===== src/rtl/mem_access_stage.sv =====
// mem_access_stage: memory-access stage behind the 64-bit ALU.
// Decodes D/DS-form loads and stores, runs one req/ack bus transaction per
// memory instruction and produces a formatted writeback with a one-cycle
// completion pulse. Non-memory opcodes pass the ALU result straight through.
//
// Handshake rules:
//   upstream : an instruction transfers on a rising edge where in_valid and
//              in_ready are both 1; in_ready is 1 only in IDLE.
//   bus      : mem_req rises after acceptance and stays high with stable
//              addr/we/be/wdata until the edge that samples mem_ack=1; the
//              request drops right after that edge. mem_ack is ignored
//              whenever no request is outstanding.
//   writeback: out_valid is a single-cycle pulse with no backpressure.
module mem_access_stage #(
    parameter int ADDR_W = 64
) (
    input  logic              clk,
    input  logic              rst,
    input  logic              in_valid,
    output logic              in_ready,
    input  logic [5:0]        in_opcode,
    input  logic [1:0]        in_xods,
    input  logic [63:0]       in_alu_result,
    input  logic [63:0]       in_store_data,
    input  logic [4:0]        in_rd,
    input  logic [4:0]        in_ra,
    output logic              mem_req,
    output logic              mem_we,
    output logic [ADDR_W-4:0] mem_addr,
    output logic [7:0]        mem_be,
    output logic [63:0]       mem_wdata,
    input  logic              mem_ack,
    input  logic [63:0]       mem_rdata,
    output logic              out_valid,
    output logic              out_wb_en,
    output logic [4:0]        out_rd,
    output logic [63:0]       out_data,
    output logic              out_exc
);

    localparam logic [1:0] ST_IDLE = 2'd0;
    localparam logic [1:0] ST_BUS  = 2'd1;
    localparam logic [1:0] ST_DONE = 2'd2;

    // Access size codes: log2 of the byte count.
    localparam logic [1:0] SZ_B = 2'd0;
    localparam logic [1:0] SZ_H = 2'd1;
    localparam logic [1:0] SZ_W = 2'd2;
    localparam logic [1:0] SZ_D = 2'd3;

    // ---------------- decode ----------------
    logic       dec_load;
    logic       dec_store;
    logic       dec_stwu;
    logic       dec_sign;
    logic       dec_illegal;
    logic [1:0] dec_sz;

    // Classify the opcode / DS extended opcode into load, store or pass-through.
    always_comb begin
        dec_load    = 1'b0;
        dec_store   = 1'b0;
        dec_stwu    = 1'b0;
        dec_sign    = 1'b0;
        dec_illegal = 1'b0;
        dec_sz      = SZ_B;
        case (in_opcode)
            6'd34: begin dec_load = 1'b1; dec_sz = SZ_B; end
            6'd40: begin dec_load = 1'b1; dec_sz = SZ_H; end
            6'd42: begin dec_load = 1'b1; dec_sz = SZ_H; dec_sign = 1'b1; end
            6'd32: begin dec_load = 1'b1; dec_sz = SZ_W; end
            6'd58: begin
                if (in_xods == 2'd0) begin
                    dec_load = 1'b1;
                    dec_sz   = SZ_D;
                end else if (in_xods == 2'd2) begin
                    dec_load = 1'b1;
                    dec_sz   = SZ_W;
                    dec_sign = 1'b1;
                end else begin
                    dec_illegal = 1'b1;
                end
            end
            6'd38: begin dec_store = 1'b1; dec_sz = SZ_B; end
            6'd44: begin dec_store = 1'b1; dec_sz = SZ_H; end
            6'd36: begin dec_store = 1'b1; dec_sz = SZ_W; end
            6'd37: begin dec_store = 1'b1; dec_sz = SZ_W; dec_stwu = 1'b1; end
            6'd62: begin
                if (in_xods == 2'd0) begin
                    dec_store = 1'b1;
                    dec_sz    = SZ_D;
                end else begin
                    dec_illegal = 1'b1;
                end
            end
            default: ;
        endcase
    end

    // ---------------- lane placement ----------------
    logic [2:0]  ea_off;
    logic        misaligned;
    logic [3:0]  nbytes;
    logic [3:0]  lane_gap;
    logic [5:0]  lane_shift;
    logic [7:0]  lane_be;
    logic [63:0] size_mask;
    logic [63:0] lane_wdata;

    assign ea_off = in_alu_result[2:0];

    // Alignment check and big-endian lane position for the decoded access.
    // Byte offset k sits at bits [63-8k:56-8k], so an access of n bytes at
    // offset k is right-aligned after shifting by 8*(8-n-k).
    always_comb begin
        misaligned = 1'b0;
        case (dec_sz)
            SZ_H:    misaligned = ea_off[0];
            SZ_W:    misaligned = (ea_off[1:0] != 2'b00);
            SZ_D:    misaligned = (ea_off != 3'b000);
            default: misaligned = 1'b0;
        endcase
        nbytes     = 4'd1 << dec_sz;
        lane_gap   = 4'd8 - nbytes - {1'b0, ea_off};
        lane_shift = {lane_gap[2:0], 3'b000};
        case (dec_sz)
            SZ_B:    begin lane_be = 8'h01; size_mask = 64'h0000_0000_0000_00FF; end
            SZ_H:    begin lane_be = 8'h03; size_mask = 64'h0000_0000_0000_FFFF; end
            SZ_W:    begin lane_be = 8'h0F; size_mask = 64'h0000_0000_FFFF_FFFF; end
            default: begin lane_be = 8'hFF; size_mask = 64'hFFFF_FFFF_FFFF_FFFF; end
        endcase
        lane_be    = lane_be << ea_off;
        lane_wdata = (in_store_data & size_mask) << lane_shift;
    end

    // ---------------- state ----------------
    logic [1:0]        state_q,      state_d;
    logic              mem_req_q,    mem_req_d;
    logic              mem_we_q,     mem_we_d;
    logic [ADDR_W-4:0] mem_addr_q,   mem_addr_d;
    logic [7:0]        mem_be_q,     mem_be_d;
    logic [63:0]       mem_wdata_q,  mem_wdata_d;
    logic              is_load_q,    is_load_d;
    logic [1:0]        ld_sz_q,      ld_sz_d;
    logic              ld_sign_q,    ld_sign_d;
    logic [5:0]        ld_shift_q,   ld_shift_d;
    logic              pend_wb_q,    pend_wb_d;
    logic [4:0]        pend_rd_q,    pend_rd_d;
    logic [63:0]       pend_data_q,  pend_data_d;
    logic              out_valid_q,  out_valid_d;
    logic              out_wb_en_q,  out_wb_en_d;
    logic [4:0]        out_rd_q,     out_rd_d;
    logic [63:0]       out_data_q,   out_data_d;
    logic              out_exc_q,    out_exc_d;

    logic [63:0] ld_raw;
    logic [63:0] ld_result;

    // Right-justify the addressed lanes of the returned doubleword and extend.
    always_comb begin
        ld_raw = mem_rdata >> ld_shift_q;
        case (ld_sz_q)
            SZ_B:    ld_result = {56'd0, ld_raw[7:0]};
            SZ_H:    ld_result = {{48{ld_sign_q & ld_raw[15]}}, ld_raw[15:0]};
            SZ_W:    ld_result = {{32{ld_sign_q & ld_raw[31]}}, ld_raw[31:0]};
            default: ld_result = ld_raw;
        endcase
    end

    // Next-state logic for the IDLE -> (BUS) -> DONE sequence.
    always_comb begin
        state_d     = state_q;
        mem_req_d   = mem_req_q;
        mem_we_d    = mem_we_q;
        mem_addr_d  = mem_addr_q;
        mem_be_d    = mem_be_q;
        mem_wdata_d = mem_wdata_q;
        is_load_d   = is_load_q;
        ld_sz_d     = ld_sz_q;
        ld_sign_d   = ld_sign_q;
        ld_shift_d  = ld_shift_q;
        pend_wb_d   = pend_wb_q;
        pend_rd_d   = pend_rd_q;
        pend_data_d = pend_data_q;
        out_valid_d = 1'b0;
        out_wb_en_d = out_wb_en_q;
        out_rd_d    = out_rd_q;
        out_data_d  = out_data_q;
        out_exc_d   = out_exc_q;
        case (state_q)
            ST_IDLE: begin
                if (in_valid) begin
                    if ((dec_load || dec_store) && !misaligned) begin
                        // Memory op: freeze the bus transaction and the writeback plan.
                        state_d     = ST_BUS;
                        mem_req_d   = 1'b1;
                        mem_we_d    = dec_store;
                        mem_addr_d  = in_alu_result[ADDR_W-1:3];
                        mem_be_d    = lane_be;
                        mem_wdata_d = dec_store ? lane_wdata : 64'd0;
                        is_load_d   = dec_load;
                        ld_sz_d     = dec_sz;
                        ld_sign_d   = dec_sign;
                        ld_shift_d  = lane_shift;
                        pend_wb_d   = dec_load | dec_stwu;
                        pend_rd_d   = dec_stwu ? in_ra : in_rd;
                        pend_data_d = in_alu_result;
                    end else begin
                        // Pass-through, misaligned access or illegal DS form.
                        state_d     = ST_DONE;
                        out_valid_d = 1'b1;
                        out_exc_d   = dec_illegal | dec_load | dec_store;
                        out_wb_en_d = ~(dec_illegal | dec_load | dec_store);
                        out_rd_d    = in_rd;
                        out_data_d  = in_alu_result;
                    end
                end
            end
            ST_BUS: begin
                if (mem_ack) begin
                    state_d     = ST_DONE;
                    mem_req_d   = 1'b0;
                    out_valid_d = 1'b1;
                    out_exc_d   = 1'b0;
                    out_wb_en_d = pend_wb_q;
                    out_rd_d    = pend_rd_q;
                    out_data_d  = is_load_q ? ld_result : pend_data_q;
                end
            end
            ST_DONE: begin
                state_d = ST_IDLE;
            end
            default: begin
                state_d   = ST_IDLE;
                mem_req_d = 1'b0;
            end
        endcase
    end

    // State and output registers with synchronous reset.
    always_ff @(posedge clk) begin
        if (rst) begin
            state_q     <= ST_IDLE;
            mem_req_q   <= 1'b0;
            mem_we_q    <= 1'b0;
            mem_addr_q  <= '0;
            mem_be_q    <= 8'd0;
            mem_wdata_q <= 64'd0;
            is_load_q   <= 1'b0;
            ld_sz_q     <= 2'd0;
            ld_sign_q   <= 1'b0;
            ld_shift_q  <= 6'd0;
            pend_wb_q   <= 1'b0;
            pend_rd_q   <= 5'd0;
            pend_data_q <= 64'd0;
            out_valid_q <= 1'b0;
            out_wb_en_q <= 1'b0;
            out_rd_q    <= 5'd0;
            out_data_q  <= 64'd0;
            out_exc_q   <= 1'b0;
        end else begin
            state_q     <= state_d;
            mem_req_q   <= mem_req_d;
            mem_we_q    <= mem_we_d;
            mem_addr_q  <= mem_addr_d;
            mem_be_q    <= mem_be_d;
            mem_wdata_q <= mem_wdata_d;
            is_load_q   <= is_load_d;
            ld_sz_q     <= ld_sz_d;
            ld_sign_q   <= ld_sign_d;
            ld_shift_q  <= ld_shift_d;
            pend_wb_q   <= pend_wb_d;
            pend_rd_q   <= pend_rd_d;
            pend_data_q <= pend_data_d;
            out_valid_q <= out_valid_d;
            out_wb_en_q <= out_wb_en_d;
            out_rd_q    <= out_rd_d;
            out_data_q  <= out_data_d;
            out_exc_q   <= out_exc_d;
        end
    end

    assign in_ready  = (state_q == ST_IDLE);
    assign mem_req   = mem_req_q;
    assign mem_we    = mem_we_q;
    assign mem_addr  = mem_addr_q;
    assign mem_be    = mem_be_q;
    assign mem_wdata = mem_wdata_q;
    assign out_valid = out_valid_q;
    assign out_wb_en = out_wb_en_q;
    assign out_rd    = out_rd_q;
    assign out_data  = out_data_q;
    assign out_exc   = out_exc_q;

endmodule


===== config.mk =====
export PLATFORM = sky130hd
export DESIGN_NAME = mem_access_stage
export DESIGN_NICKNAME = d
export VERILOG_FILES = /design/src/rtl/mem_access_stage.sv
export SDC_FILE = /design/constraint.sdc
export NUM_CORES = 1
export LEC_CHECK = 0
export BUFFER_PORTS_ARGS = -buffer_cell sky130_fd_sc_hd__buf_2
export CORE_MARGIN = 2
export CORE_UTILIZATION = 52
export CTS_BUF_LIST = sky130_fd_sc_hd__clkbuf_16
export DETAILED_ROUTE_END_ITERATION = 16
export GPL_ROUTABILITY_DRIVEN = 1
export MAX_ROUTING_LAYER = met4
export PLACE_DENSITY = 0.84
export RECOVER_POWER = 25
export SLEW_MARGIN = 0
export SYNTH_ARGS = -nofsm -noshare
export SYNTH_HDL_FRONTEND = slang
export SYNTH_SLANG_ARGS = --single-unit

===== constraint.sdc =====
create_clock -name clk -period 6.83 [get_ports clk]
set_clock_uncertainty 0.05 [all_clocks]
set_input_delay 2.049 -clock clk [delete_from_list [all_inputs] [get_ports clk]]
set_output_delay 2.049 -clock clk [all_outputs]
set_load 0.02 [all_outputs]

==> impl_metrics.py <==
metrics = {
    "detailed_routing": {
        "vias": 14930,
        "drc": 0,
        "postRouteAntennaNets": 0,
        "wl_per_cell_um": 22.77,
        "viasPerCell": 6.502,
        "drtIter0Drc": 2513,
        "drt-total-wl_um": 52310,
        "drtPass1Iterations": 14,
    },
    "yosys": {
        "ys_ff_latch": 225,
        "syn_nets": 1916,
        "yosysWarningCount": 0,
        "synth-main-ff-cell": "dfxtp_1",
        "yosysUniqueCellTypes": 65,
        "syn_avg_cell_area_um2": 7.938,
        "synth_async_sr_flop_share": 0,
        "syn_inst": 1698,
        "synth_edf_count": 0,
        "yosysSeqAreaShare": 0.3342,
        "syn_area_um2": 13480,
    },
    "place": {
        "place_hpwl_um": 37110,
        "place_congestion": 1.055,
        "portBuffers": 421,
        "place_inst": 2252,
        "post-place-ws_ps": 451.1,
    },
    "clock_network": {
        "cts_sinks": 225,
        "htree_levels": 1,
        "tritoncts": "built",
        "path_clk_slew_ps": 60,
        "cts_buffer_depth": 3,
        "root_buffer": "clkbuf_16",
        "cts.repair.resized": 0,
        "hold_buffers": 0,
        "cts_buffers": 25,
        "insertion_delay_ps": 520,
        "post_cts_buffers": 0,
    },
    "floorplan": {
        "initial_utilization": 0.5322,
        "die_x_um": 165.0,
        "dieArea_um2": 27220,
        "die_h_um": 165.0,
        "core-area_um2": 25330,
        "io_pins": 422,
        "rows": 58,
    },
    "final_layout": {
        "fin_cells": 2297,
        "final_util": 0.6252,
        "drive_gt1_frac": 0.2300,
        "syn2layout_area_growth_pct": 17.48,
        "fin_nets": 2167,
    },
    "sta": {
        "post-route-period-util": 0.8805,
        "clock.fmax_ghz": 0.1663,
        "slew_headroom": 0.1920,
        "slew_viol_final": 0,
        "worst_pin_slew_ps": 1208,
        "fin_ws_ps": 816.2,
        "finalCriticalPeriod_ps": 6014,
        "rsz0062_at_grt": "no",
        "finalSetupViolations": 0,
        "tns_ps": 0,
        "hold_viol_final": 0,
    },
    "global_route": {
        "grt_max_degree": 100,
        "grt_pass1_wl_um": 77360,
        "top_usage_layer": "met2",
        "grt-ovfl-total": 0,
        "antenna_found_initial": 2,
        "first_global_vias": 13260,
        "use_met1": 0.4859,
        "grt_use_met2": 0.5672,
        "met3_usage": 0.06680,
        "track_usage": 0.3760,
    },
    "setup_path": {
        "cp_slowest_cell": "nor3_1",
        "critPathMaxStageDelay_ps": 790,
        "start_kind": "input pin",
        "worstPathRequired_ps": 7230,
        "cp_max_fo": 22,
        "path_class": "in -> reg",
        "end_kind": "register",
        "crit_path_cell_trace": "buf_2 > nor4b_1 > a21boi_2 > or3_1 > ha_2 > ha_1 > xor2_1 > xnor2_1 > xnor2_4 > buf_4 > nor3_1 > nand3_1 > a21oi_1",
        "arrival_ps": 6420,
    },
    "flow_run": {
        "drv_cap": 0,
    },
    "power_and_ir_drop": {
        "p_sw_mw": 1.066,
        "swShare": 0.3022,
        "leakage_nw": 5.892,
        "p_comb_frac": 0.201,
        "pwr-share-clk": 0.399,
        "pwr_density_cell_nw_per_um2": 222.7,
        "power.internal_mw": 2.460,
        "peakVddDrop_v": 0.0001700,
        "seqPwrFrac": 0.400,
    },
    "run_status": {
        "status": "finished, final reports clean",
    },
    "worst_hold_path": {
        "hold_class": "reg -> reg",
    },
}
[cell usage after synthesis (3+ instances only)]
library cell    n  share of area
a211oi_1       36          0.020
buf_1          12         0.0033
or2_2           3         0.0014
or3_1          24          0.011
ha_1            4         0.0037
a32oi_1        16          0.010
o21ai_0       106          0.039
nand2b_1       62          0.029
o22ai_1        11         0.0051
dfxtp_1       225           0.33
a22o_1         23          0.015
buf_2          29          0.011
a21oi_1       166          0.062
nand3b_1       17         0.0095
a311oi_1        5         0.0032
mux2i_1        93          0.069
a222oi_1        8         0.0059
mux4_2         16          0.027
buf_4          66          0.037
nor2_1         99          0.028
nor2b_1         4         0.0019
a32o_1         17          0.013
o221ai_1       26          0.017
o211ai_1       24          0.013
o21ai_1         9         0.0033
mux2_2         38          0.032
nand2_1       234          0.065
nor3_1         81          0.030
inv_1          13         0.0036
nand3_1        37          0.014
o31ai_1        10         0.0056
clkbuf_1      115          0.032
nand4b_1       11         0.0071
a221oi_1       22          0.014
[worst paths after layout]
kind | slack, ps | cells after the start | from | endpoint
setup / recovery | 820 | 13 | in_opcode[1] | mem_wdata[0]$_SDFFE_PP0P_
hold / removal | 400 | 2 | mem_wdata[11]$_SDFFE_PP0P_ | mem_wdata[11]$_SDFFE_PP0P_
setup reg to reg | 2400 | 8 | ld_shift_q[4]$_SDFFE_PP0P_ | out_data[44]$_SDFFE_PP0P_
hold reg to reg | 400 | 2 | mem_wdata[11]$_SDFFE_PP0P_ | mem_wdata[11]$_SDFFE_PP0P_
[per-stage QoR]
step | area [um^2] | hold WS (ps) | total power, mW
after global placement | 15130 | 388.6 | 2.120
after CTS | 15960 | 398.9 | 3.520
final | 15830 | 403.2 | 3.526
after detailed placement | 15130 | 392.0 | 2.129
after global routing | 15830 | 415.1 | 3.631
after floorplan | 13480 | 383.2 | 1.871
[power by group through the flow]
stage                     clock (mW)  sequential [mW]  combinational (mW)
after global routing            1.46             1.42               0.750
after global placement             0             1.43               0.686
after detailed placement           0             1.44               0.693
after CTS                       1.41             1.41               0.697
after floorplan                    0             1.47               0.396
final                           1.41             1.41               0.708
[cell type report]
class | count | area [um^2]
inverters | 15 | 56.30
flip-flops and latches | 225 | 4508
multi-input cells | 1235 | 7845
clock buffers | 25 | 625.6
diodes | 2 | 5.005
fillers | 2264 | 9493
repair buffers | 447 | 2173
clock inverters | 18 | 207.7
well taps | 330 | 412.9
[state kept, by name, indices dropped and copies added (netlist names)]
register	flops
pend_rd_q	5
ld_shift_q	3
mem_be	8
state_q	2
out_exc	1
is_load_q	1
mem_we	1
ld_sz_q	2
out_data	64
out_valid	1
mem_addr	61
mem_req	1
out_wb_en	1
ld_sign_q	1
pend_wb_q	1
out_rd	5
pend_data_q	3
mem_wdata	64
[per-layer routing]
metal	vias up	part of all wire
met5	-	0
met2	1189	0.44
met1	6889	0.38
met4	0	0.060
li1	6622	-
met3	234	0.12
[critical path, delay by kind of cell]
family,cells,cell delay [ps]
simple gates,4,1930
fa+ha+maj,2,440
buf+inv,2,400
xor+xnor,3,950
compound gates,2,610
[layout by cell type (no fill, tap or decap), drive strengths merged, types with 22 or more instances in the layout]
master    n
a221oi   22
dfxtp   225
a22o     23
mux2     38
nor2    100
a211oi   37
a21oi   167
nand2   234
nand3    37
nor3     81
o211ai   24
o21ai   116
mux2i    93
clkbuf  133
o221ai   26
buf     339
or3      24
nand2b   62
[cell families (layout without fill, tap and decap cells)]
logic type | after synthesis | in the layout | share of synthesized area
AO/OA/AOI/OAI | 497 | 497 | 0.2403
XOR/XNOR | 4 | 4 | 0.003157
adder cells (fa/ha/maj) | 5 | 5 | 0.004456
buffers and inverters | 238 | 505 | 0.08791
flip-flops | 225 | 225 | 0.3342
multiplexers | 147 | 147 | 0.1276
other | 0 | 2 | 0
AND/OR/NAND/NOR | 582 | 582 | 0.2025
No activity file was read; power rests on OpenSTA's default activity.
